`src/rtl/delay_line_ctrl.sv`:
```
// delay_line_ctrl: programmable-length 1-bit delay line with a config
// controller. A new delay is accepted over a valid/ready port. The chain is
// then flushed to zero and refilled, and valid_out is raised once the tap
// holds a sample taken under the active delay.
module delay_line_ctrl #(
  parameter int MAX_LENGTH    = 16,
  parameter int SEL_W         = 5,
  parameter int DEFAULT_DELAY = 3
) (
  input  logic             clk,
  input  logic             rst_n,
  input  logic             datain,
  input  logic             shift_en,
  output logic             dataout,
  output logic             valid_out,
  input  logic             cfg_valid,
  input  logic [SEL_W-1:0] cfg_delay,
  output logic             cfg_ready,
  output logic             cfg_err,
  output logic [SEL_W-1:0] cur_delay,
  output logic             busy
);

  typedef enum logic [1:0] {
    ST_FILL  = 2'd0,
    ST_RUN   = 2'd1,
    ST_FLUSH = 2'd2
  } state_e;

  state_e                state_q, state_d;
  logic [MAX_LENGTH-1:0] sr_q, sr_d;
  logic [SEL_W-1:0]      fill_cnt_q, fill_cnt_d;
  logic [SEL_W-1:0]      cur_delay_q, cur_delay_d;
  logic                  cfg_err_q, cfg_err_d;

  logic                  cfg_ready_s;
  logic                  cfg_accept_s;
  logic                  cfg_legal_s;
  logic                  fill_done_s;
  logic                  dataout_s;

  // Handshake decode: the legality check runs on the raw request. Only an
  // accepted request has any effect.
  always_comb begin
    cfg_ready_s  = (state_q != ST_FLUSH);
    cfg_accept_s = cfg_valid & cfg_ready_s;
    if ((cfg_delay != {SEL_W{1'b0}}) && (cfg_delay <= SEL_W'(MAX_LENGTH))) begin
      cfg_legal_s = 1'b1;
    end else begin
      cfg_legal_s = 1'b0;
    end
    // cur_delay is never zero, so cur_delay-1 cannot wrap
    if (fill_cnt_q == (cur_delay_q - SEL_W'(1))) begin
      fill_done_s = 1'b1;
    end else begin
      fill_done_s = 1'b0;
    end
  end

  // Shift chain: shifts on shift_en and is wiped while flushing. It otherwise
  // stalls with the rest of the datapath.
  always_comb begin
    sr_d = sr_q;
    if (state_q == ST_FLUSH) begin
      sr_d = {MAX_LENGTH{1'b0}};
    end else if (shift_en) begin
      sr_d = {sr_q[MAX_LENGTH-2:0], datain};
    end else begin
      sr_d = sr_q;
    end
  end

  // Controller next state. A legal accept overrides normal progress,
  // including the FILL->RUN step taken on the same edge.
  always_comb begin
    state_d     = state_q;
    fill_cnt_d  = fill_cnt_q;
    cur_delay_d = cur_delay_q;
    cfg_err_d   = 1'b0;

    case (state_q)
      ST_FILL: begin
        if (shift_en) begin
          if (fill_done_s) begin
            state_d    = ST_RUN;
            fill_cnt_d = {SEL_W{1'b0}};
          end else begin
            fill_cnt_d = fill_cnt_q + SEL_W'(1);
          end
        end else begin
          fill_cnt_d = fill_cnt_q;
        end
      end
      ST_RUN: begin
        state_d = ST_RUN;
      end
      ST_FLUSH: begin
        // One edge only, whatever shift_en says
        state_d    = ST_FILL;
        fill_cnt_d = {SEL_W{1'b0}};
      end
      default: begin
        // Unreachable encoding: recover through a clean refill
        state_d    = ST_FLUSH;
        fill_cnt_d = {SEL_W{1'b0}};
      end
    endcase

    if (cfg_accept_s) begin
      if (cfg_legal_s) begin
        cur_delay_d = cfg_delay;
        state_d     = ST_FLUSH;
      end else begin
        cfg_err_d = 1'b1;
      end
    end else begin
      cfg_err_d = 1'b0;
    end
  end

  // Tap mux: dataout = sr[cur_delay-1], read straight from the registers
  always_comb begin
    dataout_s = 1'b0;
    for (int i = 0; i < MAX_LENGTH; i++) begin
      if (cur_delay_q == SEL_W'(i + 1)) begin
        dataout_s = sr_q[i];
      end else begin
        dataout_s = dataout_s;
      end
    end
  end

  // State registers with asynchronous active-low reset
  always_ff @(posedge clk or negedge rst_n) begin
    if (!rst_n) begin
      state_q     <= ST_FILL;
      sr_q        <= {MAX_LENGTH{1'b0}};
      fill_cnt_q  <= {SEL_W{1'b0}};
      cur_delay_q <= SEL_W'(DEFAULT_DELAY);
      cfg_err_q   <= 1'b0;
    end else begin
      state_q     <= state_d;
      sr_q        <= sr_d;
      fill_cnt_q  <= fill_cnt_d;
      cur_delay_q <= cur_delay_d;
      cfg_err_q   <= cfg_err_d;
    end
  end

  assign dataout   = dataout_s;
  assign valid_out = (state_q == ST_RUN);
  assign busy      = (state_q != ST_RUN);
  assign cfg_ready = cfg_ready_s;
  assign cfg_err   = cfg_err_q;
  assign cur_delay = cur_delay_q;

endmodule

```
`config.mk`:
```
export PLATFORM = sky130hd
export DESIGN_NAME = delay_line_ctrl
export DESIGN_NICKNAME = d
export VERILOG_FILES = /design/src/rtl/delay_line_ctrl.sv
export SDC_FILE = /design/constraint.sdc
export NUM_CORES = 1
export LEC_CHECK = 0
export ABC_AREA = 1
export CORE_ASPECT_RATIO = 1.25
export CORE_MARGIN = 5
export CORE_UTILIZATION = 50
export DETAILED_ROUTE_END_ITERATION = 8
export HOLD_SLACK_MARGIN = 0.12
export PLACE_DENSITY = 0.85
export SYNTH_ARGS = -nofsm -noshare
export SYNTH_HDL_FRONTEND = slang
export SYNTH_SLANG_ARGS = --single-unit
```
`constraint.sdc`:
```
create_clock -name clk -period 2 [get_ports clk]
set_input_delay 0.4 -clock clk [delete_from_list [all_inputs] [get_ports clk]]
set_output_delay 0.4 -clock clk [all_outputs]
set_load 0.005 [all_outputs]
```
# After elaboration in Yosys (flattened, before gate mapping)
# Cells that the tools add are included.
[classes]
n_reduce_logical = 6
n_eq_ne = 22
n_bitwise = 2
n_mul = 0
n_addsub = 2
muxes = 30
shift = 0
div_mod_pow = 0
n_lt_le_gt_ge = 1
[ops]
columns = ["operator", "count"]
rows = [
  ["$eq A5 B4 Y1 const B", 8],
  ["$mux W16", 2],
  ["$eq A5 B3 Y1 const B", 4],
  ["$mux W1", 20],
  ["$eq A5 B2 Y1 const B", 2],
  ["$mux W5", 2],
  ["$pmux W5 S2", 1],
  ["$mux W2", 4],
  ["$pmux W2 S3", 1],
  ["$add A5 B1 Y5 const B", 1],
  ["$eq A5 B1 Y1 const B", 1],
  ["$eq A5 B5 Y1", 1],
  ["$eq A5 B5 Y1 const B", 1],
  ["$le A5 B5 Y1 const B", 1],
  ["$reduce_bool A5 Y1", 1],
  ["$sub A5 B1 Y5 const B", 1],
  ["$ne A2 B2 Y1 const B", 2],
  ["$reduce_and A2 Y1", 2],
  ["$eq A2 B1 Y1 const B", 1],
  ["$eq A2 B2 Y1 const B", 1],
  ["$logic_not A2 Y1", 1],
  ["$ne A2 B1 Y1 const B", 1],
  ["$reduce_bool A2 Y1", 1],
  ["$and A1 B1 Y1", 1],
  ["2 further kinds", 2],
]
[totals]
rom_bits = 0
latchBits = 0
n_memories = 0
ram_bits = 0
reg_bits = 29
wordCells = 68

# Logic depth before layout (Yosys ltp)
# Gate-level depths: netlist (run 1).
[logic_depth]
ltp_word = 17
depth_mapped = 21

# Worst setup path after synthesis (run 1)
# Ideal clock, no wire load.
[synth_timing]
path_kind = "register to output"
startpoint = "reg cur_delay_q[0] (netlist: cur_delay[0])"
endpoint = "out dataout"
arrival_ns = 1.757
path_buffers = 0
path_stages_with_launch = 21
required_ns = 1.600
slack_ns = -0.157
path_cell_list = "dfstp_2 -> inv_1 -> ha_1 -> a21oi_1 -> nand2_1 -> nand2_1 -> nand2_1 -> nand2_1 -> nand2_1 -> nand2_1 -> nand2_1 -> nand2_1 -> nand2_1 -> nand2_1 -> nand2_1 -> nand2_1 -> nand2_1 -> nand2_1 -> nand2_1 -> nand2_1 -> nand2_1"
[synth_between]
elab_chain_len = 17
word_cells_on_any_way = 32
cone_classes = "eq/ne (16); mux (16)"
[synth_rtl]
columns = ["item", "line", "text"]
rows = [
  ["from (decl)", "33", "logic [SEL_W-1:0] cur_delay_q, cur_delay_d;"],
  ["from (signal assigned)", "139", "cur_delay_q <= SEL_W'(DEFAULT_DELAY);"],
  ["from (signal assigned)", "145", "cur_delay_q <= cur_delay_d;"],
  ["$eq A5 B1 Y1", "125", "if (cur_delay_q == SEL_W'(i + 1)) begin"],
  ["$mux W1 (15 in series)", "125", ""],
  ["$mux W1 *", "125", ""],
  ["to (decl)", "14", "output logic dataout,"],
]
# Mark *: on every way between the ends. The rest lies on a longest branch, timed or not.

# Worst setup path in the final report (run 1)
# Same ends and word-level chain as after synthesis.

==> results list, run 1 <==
- The number of nets in the synthesized netlist is ~240.
- The run finished, with violations left.
- From synthesis to final layout, the design area changed by 36.69%.
* Setup repair after global routing missed its margin: true
- Number of unique standard cell types used by synthesis: 20
- Worst Hold Slack: 0.4983 ns
* Number of clock sinks: 29
- Longest Clk Path Bufs: 2
- Vias after detailed routing: 1620
- Worst supply voltage drop on vdd: 823.8 uV
- The worst setup path is launched from a flop.
- Met3 GRT Util: 0.06518
- Setup violations remaining at the end of the flow were counted as 1.
- In the finished design, the share of the clock period the worst path needs comes to 1.307.
- The tool flagged a number of max-cap violations equal to 0.
* Number of port buffers: 19
* EDFF count, synth: 0
* Final instance count without filler cells: 313
- Parity-gate share of the synthesized area counting xor and xnor cells: 0.05220
- Vias in the first global route: between 1.5k and 2k
* # fillers: 243
- Post-Synth Simple-Gate Area: 0.2177
* Busiest metal layer after global routing: met2
* Average via count per standard cell: 5.176
- Leak: 1.112 nW
* Die height: 74.77 um
* Fin area: 2293 um2
- At the end of the flow the core is filled with cells to 0.7116.
* Number of register bits inferred by synthesis: 29
- Clock-pin slew was measured on the worst setup and hold paths at 0.06 ns.
- Root buffer cell: clkbuf_8
- Failing checks: setup timing
* Class of the tightest hold or removal check: input pin to async pin
* Routed wire per std cell: 13.42 um
* Pin count of the biggest net entering global routing: 33
- ANT nets after route: 0
* Placement row count: 23
- Clk_lat worst skew: 0.29 ns
- GR met2 Demand/Resource: 0.3527
- The first routing iteration left 140 violations.
- The synthesized-area fraction occupied by ao, oa, aoi and oai cells was 0.1491.
- For this run the aggregate overflow at the end of global routing stands at 0.
- For this design the top-level I/O count stands at 20.
- Most common library cell in the layout ignoring fill and taps: nand2_1
* Synthesis warning total: 0
* Area enclosed by the die boundary: about 4600 um2
* FFs w/ async S/R, synth: 1.000
* Most used flip-flop cell after synthesis: dfrtp_1
- Achievable clock frequency: between 0.3 and 0.4 GHz
* Initial standard-cell utilization of the core: 0.5206
- Signal arrival time at the worst endpoint: 2.21 ns
- Placed Cells: 304
* Share of synthesized area spent on multiplexers: 0
* Cell Area, Synth: ~1700 um2
- Timing analysis after detailed placement gives a worst setup slack of -0.6383 ns.
* Data required, critical path: 1.60 ns
- The top cell types in the final layout, fill and taps aside, are nand2_1 (37), inv_1 (32), buf_4 (31).
* Path type of the worst setup path: flop to output pin
- After legalization and detailed placement, the total HPWL measured 2.928 mm.
- Sw Pwr: 796.1 uW
- Htree depth: 2
- Total number of nets in the final design: around 290
- Of the total power, the share spent switching nets is 0.3558.
- Wire length of the first global-routing pass: around 7.1 mm
* Area share of fa/ha/maj cells after synthesis: 0.04474
- Dominant combinational cell family by area after synthesis: simple AND/OR/NAND/NOR gates
- Count of endpoints failing hold in the final timing report: 0
- GRT met1 Usage: 0.2363
- Standard cell area after detailed placement: between 2000 and 2500 um2
* Area of the placeable core: 3223 um2
- Routed WL: 4.201 mm
- Width of the die: 61.81 um
- Initial antenna violation count: 0
* Gate Count Post-Synth: 225
* Antenna Diode Count: 0
* Clock tree from TritonCTS: yes
- At the end of routability-driven placement, the weighted congestion stood at 0.8239.
* Overall global routing resource usage: 0.2112
* Fraction of final layout cells sized beyond drive strength 1: 0.2174
- Of the synthesized area, sequential elements account for 0.4340.
- The count of final max-slew check failures is 0.
- CP endpoint kind: output pin
* Count of unresolved DRC violations after routing: 0
* Average instance area after synthesis: 7.457 um2
- Of the total power, combinational logic draws 0.412.
- Share of total power in the clock network: 0.217
- Slew at the pin closest to its max-slew limit: 0.3986 ns
* Maximum clock skew at final layout: about 0.0077 ns
- Worst Slack Setup Final: -0.6142 ns
- The internal portion of the total power is 1.442 mW.
- Proportion of power drawn by flip-flops and latches: 0.371
* Tightest slew margin relative to the limit: 0.7335
- Clock tree synthesis inserted a total of 5 buffers.
* Min cycle time layout: 2.614 ns
- Power per cell area: 975.7 nW/um2
* CTS Hold Buffers Added: 0
- Critical path fanouts, max: 4
- The first TritonRoute pass finished after 4 iterations.
[power groups by stage]
stage | combinational (mW) | sequential, mW | clock (mW)
5_1_grt | 1.03 | 0.843 | 0.524
3_3_place_gp | 0.818 | 0.823 | 0
6_report | 0.921 | 0.831 | 0.486
3_5_place_dp | 0.843 | 0.830 | 0
4_1_cts | 0.861 | 0.825 | 0.493
2_1_floorplan | 0.465 | 0.812 | 0
[cell families after synthesis]
kind of cell	after synthesis
DFF	29
buffers and inverters	45
adders and majority gates	6
xor gates and xnor gates	10
AOI/OAI and AO/OA	48
and+or+nand+nor	87
[synth_stat cells (2+ instances only)]
cell	number	area, um2
inv_2	2	7.510
ha_1	6	75.07
clkbuf_1	5	18.77
nand4_1	4	25.02
o21ai_0	24	120.1
nor2_1	26	97.59
o21ai_1	2	10.01
xnor2_1	4	35.03
o21a_1	2	15.01
xor2_1	6	52.55
dfstp_2	2	52.55
a21oi_1	19	95.09
nor3_1	3	15.01
buf_2	2	10.01
nand2_1	38	142.6
nand3_1	15	75.07
dfrtp_1	27	675.7
inv_1	36	135.1
[critical path, stage by stage (launching register included)]
cell	delay [ns]
dfstp_2	0.60
inv_4	0.06
ha_4	0.17
a21oi_2	0.14
nand2_1	0.07
nand2_1	0.06
nand2_1	0.05
nand2_1	0.05
nand2_1	0.04
nand2_1	0.05
nand2_1	0.04
nand2_1	0.05
nand2_1	0.05
nand2_1	0.05
nand2_1	0.05
nand2_1	0.06
nand2_1	0.04
nand2_1	0.05
nand2_1	0.05
nand2_1	0.05
nand2_1	0.04
buf_2	0.12
[per-layer routing]
metal,share of wire,vias up
met3,0.040,12
met1,0.40,744
li1,-,816
met2,0.53,48
met4,0.034,0
met5,0,-
[final timing paths]
path                                    from             to  slack [ns]  depth (start not counted)
worst max-delay path            cur_delay[0]        dataout       -0.61                         21
worst min-delay path                   rst_n     state_q[0]        0.50                          2
worst max register to register  cur_delay[0]  fill_cnt_q[1]        0.02                          9
worst min register to register      sr_q[13]       sr_q[14]        0.54                          2
max in group asynchronous              rst_n   cur_delay[0]        1.19                          2
min in group clk                    sr_q[13]       sr_q[14]        0.54                          2
[layout make-up]
cell class / count / area [um2] / share of cell area
Clock buffer: 7 / 86.33 / 0.03764
Inverter: 38 / 145.1 / 0.06328
Multi-Input combinational cell: 151 / 858.3 / 0.3742
Sequential cell: 29 / 728.2 / 0.3175
Tap cell: 37 / 46.29 / 0.02019
Timing Repair Buffer: 51 / 429.2 / 0.1871
[stage by stage]
stage                     power, mW   TNS, ns
after floorplan               1.277  -0.05204
after global placement        1.641   -0.6105
after detailed placement      1.673   -0.6383
after CTS                     2.180   -0.7195
after global routing          2.396    -1.150
final                         2.238   -0.6142
[state kept, by name (all words and copies together) (netlist names)]
register,cells
cur_delay,5
cfg_err,1
state_q,2
sr_q,16
fill_cnt_q,5
[what timing repair did]
action,4_1_cts,5_1_grt
setup endpoints to repair,1,8
pin swaps,5,9
gates cloned,0,0
setup buffers,1,3
resized for setup,7,11
Note: power is estimated with default switching activity, not from simulation.
==> run 2, diff against run 1 <==
--- a/config.mk
+++ b/config.mk
@@ -11,4 +11,5 @@
 export CORE_UTILIZATION = 50
 export DETAILED_ROUTE_END_ITERATION = 8
+export GPL_TIMING_DRIVEN = 0
 export HOLD_SLACK_MARGIN = 0.12
 export PLACE_DENSITY = 0.85
==> constraint.sdc (replaced) <==
create_clock -name clk -period 2 [get_ports clk]
set_input_delay 0.4 -clock clk [delete_from_list [all_inputs] [get_ports clk]]
set_output_delay 0.4 -clock clk [all_outputs]
set_load 0.1 [all_outputs]
==> run 2 against run 1 <==
The flow still finishes with violations (setup timing). Wire length up 1.6%. Global-route usage up 0.055 points. Register-to-register slack got worse by 0.09 ns. Die area is the same. Clock skew up 0.0018 ns. Hold slack got worse by 0.36 ns. Critical path type unchanged. Largest cell class unchanged.
==> results list, run 2 (synthesized netlist as in run 1, its figures left out) <==
- The CTS sink count is 29 (unchanged).
- STA classifies the critical path startpoint as a flop.
- The cell sitting at the root of the clock tree is a clkbuf_8.
- The largest net degree at the start of global routing is 30 (-9.1%).
- The number of input and output port buffers inserted came to 18 (-1).
* Proportion of power drawn by flip-flops and latches: 0.333 (-0.038)
- The number of antenna violations at the first check in global routing is 0 (unchanged).
* Die height: 74.77 um (unchanged)
- TritonCTS built the clock tree.
* Count of unresolved DRC violations after routing: 0 (unchanged)
* Maximum clock skew at final layout: 0.009548 ns (+0.001849 ns)
* Routed wire per std cell: 14.28 um (+6.4%)
- Overall power consumption: 2.581 mW (+15%)
- Clock buffers created by TritonCTS: 5 (unchanged)
- The clock insertion delay at the later pin of the skew report came to 0.29 ns (about the same).
- Crit-path slowest cell: dfstp_4
* Detailed-router iteration count before antenna repair: 4 (unchanged)
* Worst supply voltage drop on vdd: 833.4 uV (+1.2%)
* Data required, critical path: 1.60 ns (about the same)
* Final HPWL DP: 2.695 mm (-8.0%)
- The cell area after layout came to 2260 um2 (-1.5%).
- Standard cell area after detailed placement: 1991 um2 (-7.0%)
- Most common library cell in the layout ignoring fill and taps: nand2_1
- Average via count per standard cell: 5.395 (+4.2%)
- Switching Share: 0.4368 (+0.08098)
* Longest Clk Path Bufs: 2 (unchanged)
- The final sum of negative setup slack is -0.9073 ns (-0.2931 ns).
- Pint: 1.454 mW (+0.86%)
* Max stage delay on crit path: 0.68 ns (+0.08 ns)
* Failing checks: setup timing
- The total via count after detailed routing is 1613 (-0.43%).
- Power per cell area: 1142 nW/um2 (+17%)
- The flip-flop count of the largest register after layout was 16 (unchanged).
- Antenna Diode Count: 0 (unchanged)
- ANT nets after route: 0 (unchanged)
- The die width was 61.81 um (unchanged).
- The flow ran to the end, but the final reports show violations.
- Total number of nets in the final design: 277 (-5.1%)
* Final setup violating endpoints: 3 (+2)
* Sw Pwr: 1.127 mW (+42%)
- Setup repair after global routing missed its margin: true
- The top-level port count was 20 (unchanged).
* Critical path fanouts, max: 4 (unchanged)
- CP endpoint kind: output pin
- Wire length of the first global-routing pass: 7.079 mm (-0.30%)
* GP Congestion: 0.8759 (+6.3%)
* Class of the tightest hold or removal check: input pin to async pin
- The ratio of cells with drive above 1 in the final layout was 0.2290 (+0.01162).
* Proportion of power drawn by combinational gates: 0.462 (+0.050)
* Tightest slew margin relative to the limit: 0.3679 (-0.3657)
- Post-Route Utilization: 0.7011 (-0.01048)
- The via count of the first global-routing pass came to 1605 (+0.19%).
- Routed WL: 4.269 mm (+1.6%)
- The cts-stage hold buffer count came to 0 (unchanged).
- The critical path buffer and inverter count was 3 (+1).
- On the critical path the largest part of the delay comes from simple AND/OR/NAND/NOR gates.
* Initial standard-cell utilization of the core: 0.5206 (unchanged)
- The slew at the pin closest to its max-slew limit is 0.9520 ns (+0.5534 ns).
* Count of endpoints failing hold in the final timing report: 0 (unchanged)
- The CTS clock-pin slew for the worst setup and hold paths is 0.06 ns (about the same).
- Achievable clock frequency: 0.3563 GHz (-6.9%)
* Cell type with the highest occurrence count on the critical path: nand2_1
* Worst Slack Setup Final: -0.8069 ns (-0.1927 ns)
- The clock share of power was 0.206 (-0.011).
* Register with the highest flop count: sr_q
- Min cycle time layout: 2.807 ns (+0.1927 ns)
* Area of the placeable core: 3223 um2 (unchanged)
* Overall global routing resource usage: 0.2118 (+0.0005504)
* Iteration-0 DRC Markers: 85 (-39%)
* Final Max Slew Viols: 0 (unchanged)
- Placement row count: 23 (unchanged)
- The max-cap check violation count came to 0 (unchanged).
* Most frequent cells in the layout: nand2_1 (35), inv_1 (31), nor2_1 (24), dfrtp_1 (24), o21ai_0 (20)
- Area enclosed by the die boundary: 4621 um2 (unchanged)
- Htree depth: 2 (unchanged)
- The area growth from synthesis to layout is 34.68%.
- Residual overflow from global routing: 0 (unchanged)
* Path type of the worst setup path: flop to output pin
* Worst slack after detailed placement: -1.445 ns (-0.8066 ns)
* Post-route clock period utilization: 1.403 (+0.09637)
- The critical path arrival was 2.41 ns (+0.20 ns).
- The signal on the critical path passes through inv_6 -> ha_4 -> inv_2 -> nand3_2 -> nand2_1 -> nand2_1 -> nand2_1 -> nand2_1 -> nand2_1 -> nand2_1 -> nand2_1 -> nand2_1 -> nand2_1 -> nand2_1 -> nand2_1 -> nand2_1 -> nand2_1 -> nand2_1 -> nand2_1 -> nand2_2 -> nand2_8 -> buf_12.
* Leak: 1.053 nW (-5.3%)
run 2: cell types whose count changed in the layout (fill, tap and decap cells not counted), moves of 3 or more:
| cell | delta |
|---|---|
| o21ai_0 | -3 |
| clkdlybuf4s50_1 | -11 |
| clkbuf_1 | +3 |
| buf_2 | +5 |
| buf_4 | -23 |
| dfrtp_2 | +3 |
| dfrtp_1 | -3 |
run 2: repair_timing:
item                                    4_1_cts  5_1_grt
gates resized for setup                      43       22
gates cloned                                  0        0
setup buffers                                 6        6
endpoints found under the setup margin       10       10
endpoints found under the hold margin         0        0
pin swaps                                     7       12
run 2: final cells by class:
type	count	area, um2
buffer	7	30.03
clock buffer	7	96.34
clock inverter	1	5.005
fill	247	963.4
inverter	38	150.1
multi-input combinational	151	923.4
sequential	29	739.5
tap	37	46.29
timing repair buffer	29	269.0
run 2: metrics by stage:
stage          std cells  hold slack [ns]
6_report             299           0.1348
5_1_grt              299           0.1839
4_1_cts              294           0.5287
3_5_place_dp         280           0.5063
3_3_place_gp         280           0.5036
2_1_floorplan        225           0.1044
run 2: worst paths after layout:
check,startpoint,end,slack (ns),cells past startpoint
worst max-delay path,cur_delay[0],dataout,-0.81,22
worst min-delay path,rst_n,fill_cnt_q[1],0.13,1
worst min register to register,sr_q[4],sr_q[5],0.54,2
worst max register to register,cur_delay[0],fill_cnt_q[1],-0.07,10
min in group clk,sr_q[4],sr_q[5],0.54,2
max in group asynchronous,rst_n,cur_delay[4],1.40,1
run 2: layer usage:
| metal | up-vias | track usage | routed length [um] |
|---|---|---|---|
| li1 | 788 | - | - |
| met1 | 759 | 0.2566 | 1704 |
| met2 | 56 | 0.3574 | 2277 |
| met3 | 10 | 0.04974 | 200 |
| met4 | 0 | 0.08491 | 87 |
| met5 | - | 0 | 0 |
run 2: power by group through the flow:
stage,sequential (mW),combinational (mW),clock [mW]
4_1_cts,0.848,1.07,0.535
2_1_floorplan,1.01,0.617,0
5_1_grt,0.876,1.29,0.564
6_report,0.859,1.19,0.531
3_3_place_gp,0.854,0.990,0
3_5_place_dp,0.857,1.01,0
==> RTL change (flow settings as in run 1) <==
Reset style: synchronous (`rst_n`), changed in one clocked block. Comments in the files are not updated.
--- a/src/rtl/delay_line_ctrl.sv
+++ b/src/rtl/delay_line_ctrl.sv
@@ -131,7 +131,7 @@
   end
 
   // State registers with asynchronous active-low reset
-  always_ff @(posedge clk or negedge rst_n) begin
+  always_ff @(posedge clk) begin
     if (!rst_n) begin
       state_q     <= ST_FILL;
       sr_q        <= {MAX_LENGTH{1'b0}};
Function: differs if rst_n is asserted again (counterexample within 4 cycles, from zero or initial values and one cycle with rst_n low); with rst_n held inactive, the same outputs for 10 cycles.
==> RTL change against run 1 <==
The run still ends with setup timing left. Core utilization rose by 4.5 points. Wire length rose by 6.3%. Worst hold slack got worse by 0.0095 ns. Largest cell class unchanged. Highest routed layer unchanged. Synthesized area fell by 6.2%. Critical path depth did not move. Final area fell by 1.9%. Sequential cell count did not move. Worst setup slack improved by 0.18 ns.
Power is not compared: it rests on default switching activity, and its combinational part moved more than twofold at a synthesized area within 25%.
==> RTL change: results (changes against run 1) <==
Final setup viols=1 (unchanged); Slowest-stage cell, CP=dfxtp_4; async set-reset flop share out of synthesis=0 (-1.00); Worst Setup SP=cur_delay[1]; Clk Latency, worst-skew pair=0.35 ns (+0.06 ns); worst reg2reg path depth=11 (+2); Post-Route WL=4.47 mm (+6.3%); fraction of layout instances using a drive strength above 1=0.279 (+0.0618); CTS root buf=clkbuf_4; fill count=221 (-9.1%); Hold/Removal Path Class=flop to flop; Inst Count DP=307 (+0.99%); synth warn=0 (unchanged); largest net degree at the start of global routing=17 (-48%); global-route usage over all layers=0.214 (+0.00302); Critical R2R Capture=fill_cnt_q[3]; post-DP HPWL=2.95 mm (+0.62%); CP max stage delay=0.39 ns (-0.21 ns); Worst EP arrival=2.04 ns (-0.17 ns); synth unique cells=27 (+35%); Max IR drop VDD=0.658 mV; Avg Synthesized Cell Area=7.00 um2 (-6.2%); Setup Skew=0.0130 ns (+0.00526 ns); crit path to=dataout; Final #Nets=298 (+2.1%); Rel. slew slack=0.626 (-0.108); Post-synth top cells=nand2_1 (74), dfxtp_1 (29), a21oi_1 (26); reg2reg start=cur_delay[0]; Final Non-Filler Cells=319 (+1.9%); vias in the first global route=1,640 (+2.4%); Synth area leaders=dfxtp_1 (37%), nand2_1 (18%), a21oi_1 (8.3%); CTS clock-pin slew for the worst setup and hold paths=0.10 ns (+0.04 ns); global-route wire length before repair=7.09 mm (about the same); PnR worst setup slack=-0.437 ns (+0.177 ns); post-synthesis sequential area ratio=0.369 (-0.0652); initial antenna violation count=0 (unchanged); drt pass-1 iters=5 (+1); gp weighted congestion=0.859 (+4.2%); outcome=complete, but fails checks; vias per cell=5.33 (+3.0%); WHS=0.489 ns (-0.00945 ns); Initial DRC Count=52 (-63%); failing checks=setup timing; FF-to-FF setup slack=0.13 ns (+0.11 ns)
[RTL change: per-stage QoR]
step	setup TNS (ns)	util	setup slack, ns	cell area [um2]
5_1_grt	-0.651	0.757	-0.651	2250
2_1_floorplan	0	-	0.00605	1580
4_1_cts	-0.362	0.745	-0.362	2210
3_3_place_gp	-0.423	0.687	-0.400	2040
3_5_place_dp	-0.468	0.687	-0.442	2040
6_report	-0.437	0.757	-0.437	2250
[RTL change: logic make-up after synthesis]
family / share of synthesized area
and+or+nand+nor: 0.285
AOI/OAI and AO/OA: 0.145
buffers and inverters: 0.103
DFF: 0.369
xor gates and xnor gates: 0.0501
adders and majority gates: 0.0477
[RTL change: layout make-up]
cell class,count,area [um2],share of cell area
inverters,28,151,0.0673
clock buffers,6,51.3,0.0228
well taps,36,45.0,0.0200
repair buffers,54,464,0.206
multi-input cells,164,912,0.405
clock inverters,2,37.5,0.0167
flip-flops and latches,29,588,0.261
[RTL change: worst reg2reg max path: stages, from the launching register on]
cell and delay [ns]:
dfxtp_4 0.40, inv_4 0.05, buf_4 0.14, buf_4 0.15, ha_2 0.20, xnor2_2 0.14
xnor2_1 0.15, nor2_2 0.14, nand3_1 0.11, nand2_2 0.14, a2bb2oi_2 0.13, nor2_1 0.05
[RTL change: worst min-delay path by stage]
stage	start	to	cells past startpoint
floorplan	sr_q[15]	sr_q[15]	2
global placement	sr_q[15]	sr_q[15]	2
detailed placement	sr_q[15]	sr_q[15]	2
CTS	sr_q[15]	sr_q[15]	2
global route	sr_q[15]	sr_q[15]	2
finish	sr_q[15]	sr_q[15]	2
[RTL change: power groups by stage]
stage               combinational (mW)  clock (mW)  sequential [mW]
floorplan                        0.152           0            0.627
global placement                 0.292           0            0.626
detailed placement               0.297           0            0.627
CTS                              0.316       0.522            0.616
global route                     0.375       0.563            0.620
finish                           0.343       0.528            0.618
[RTL change: timing repair]
action | 4_1_cts | 5_1_grt
resized for setup | 21 | 7
setup buffers | 2 | 2
gates cloned | 0 | 0
endpoints found under the setup margin | 1 | 6
pin swaps | 3 | 1
[RTL change: routing by layer]
| metal | wire length (um) | vias up | track usage |
|---|---|---|---|
| met2 | 2300 | 47 | 0.371 |
| met5 | 0 | - | 0 |
| met3 | 169 | 24 | 0.0478 |
| met4 | 291 | 0 | 0.155 |
| li1 | - | 840 | - |
| met1 | 1710 | 790 | 0.218 |
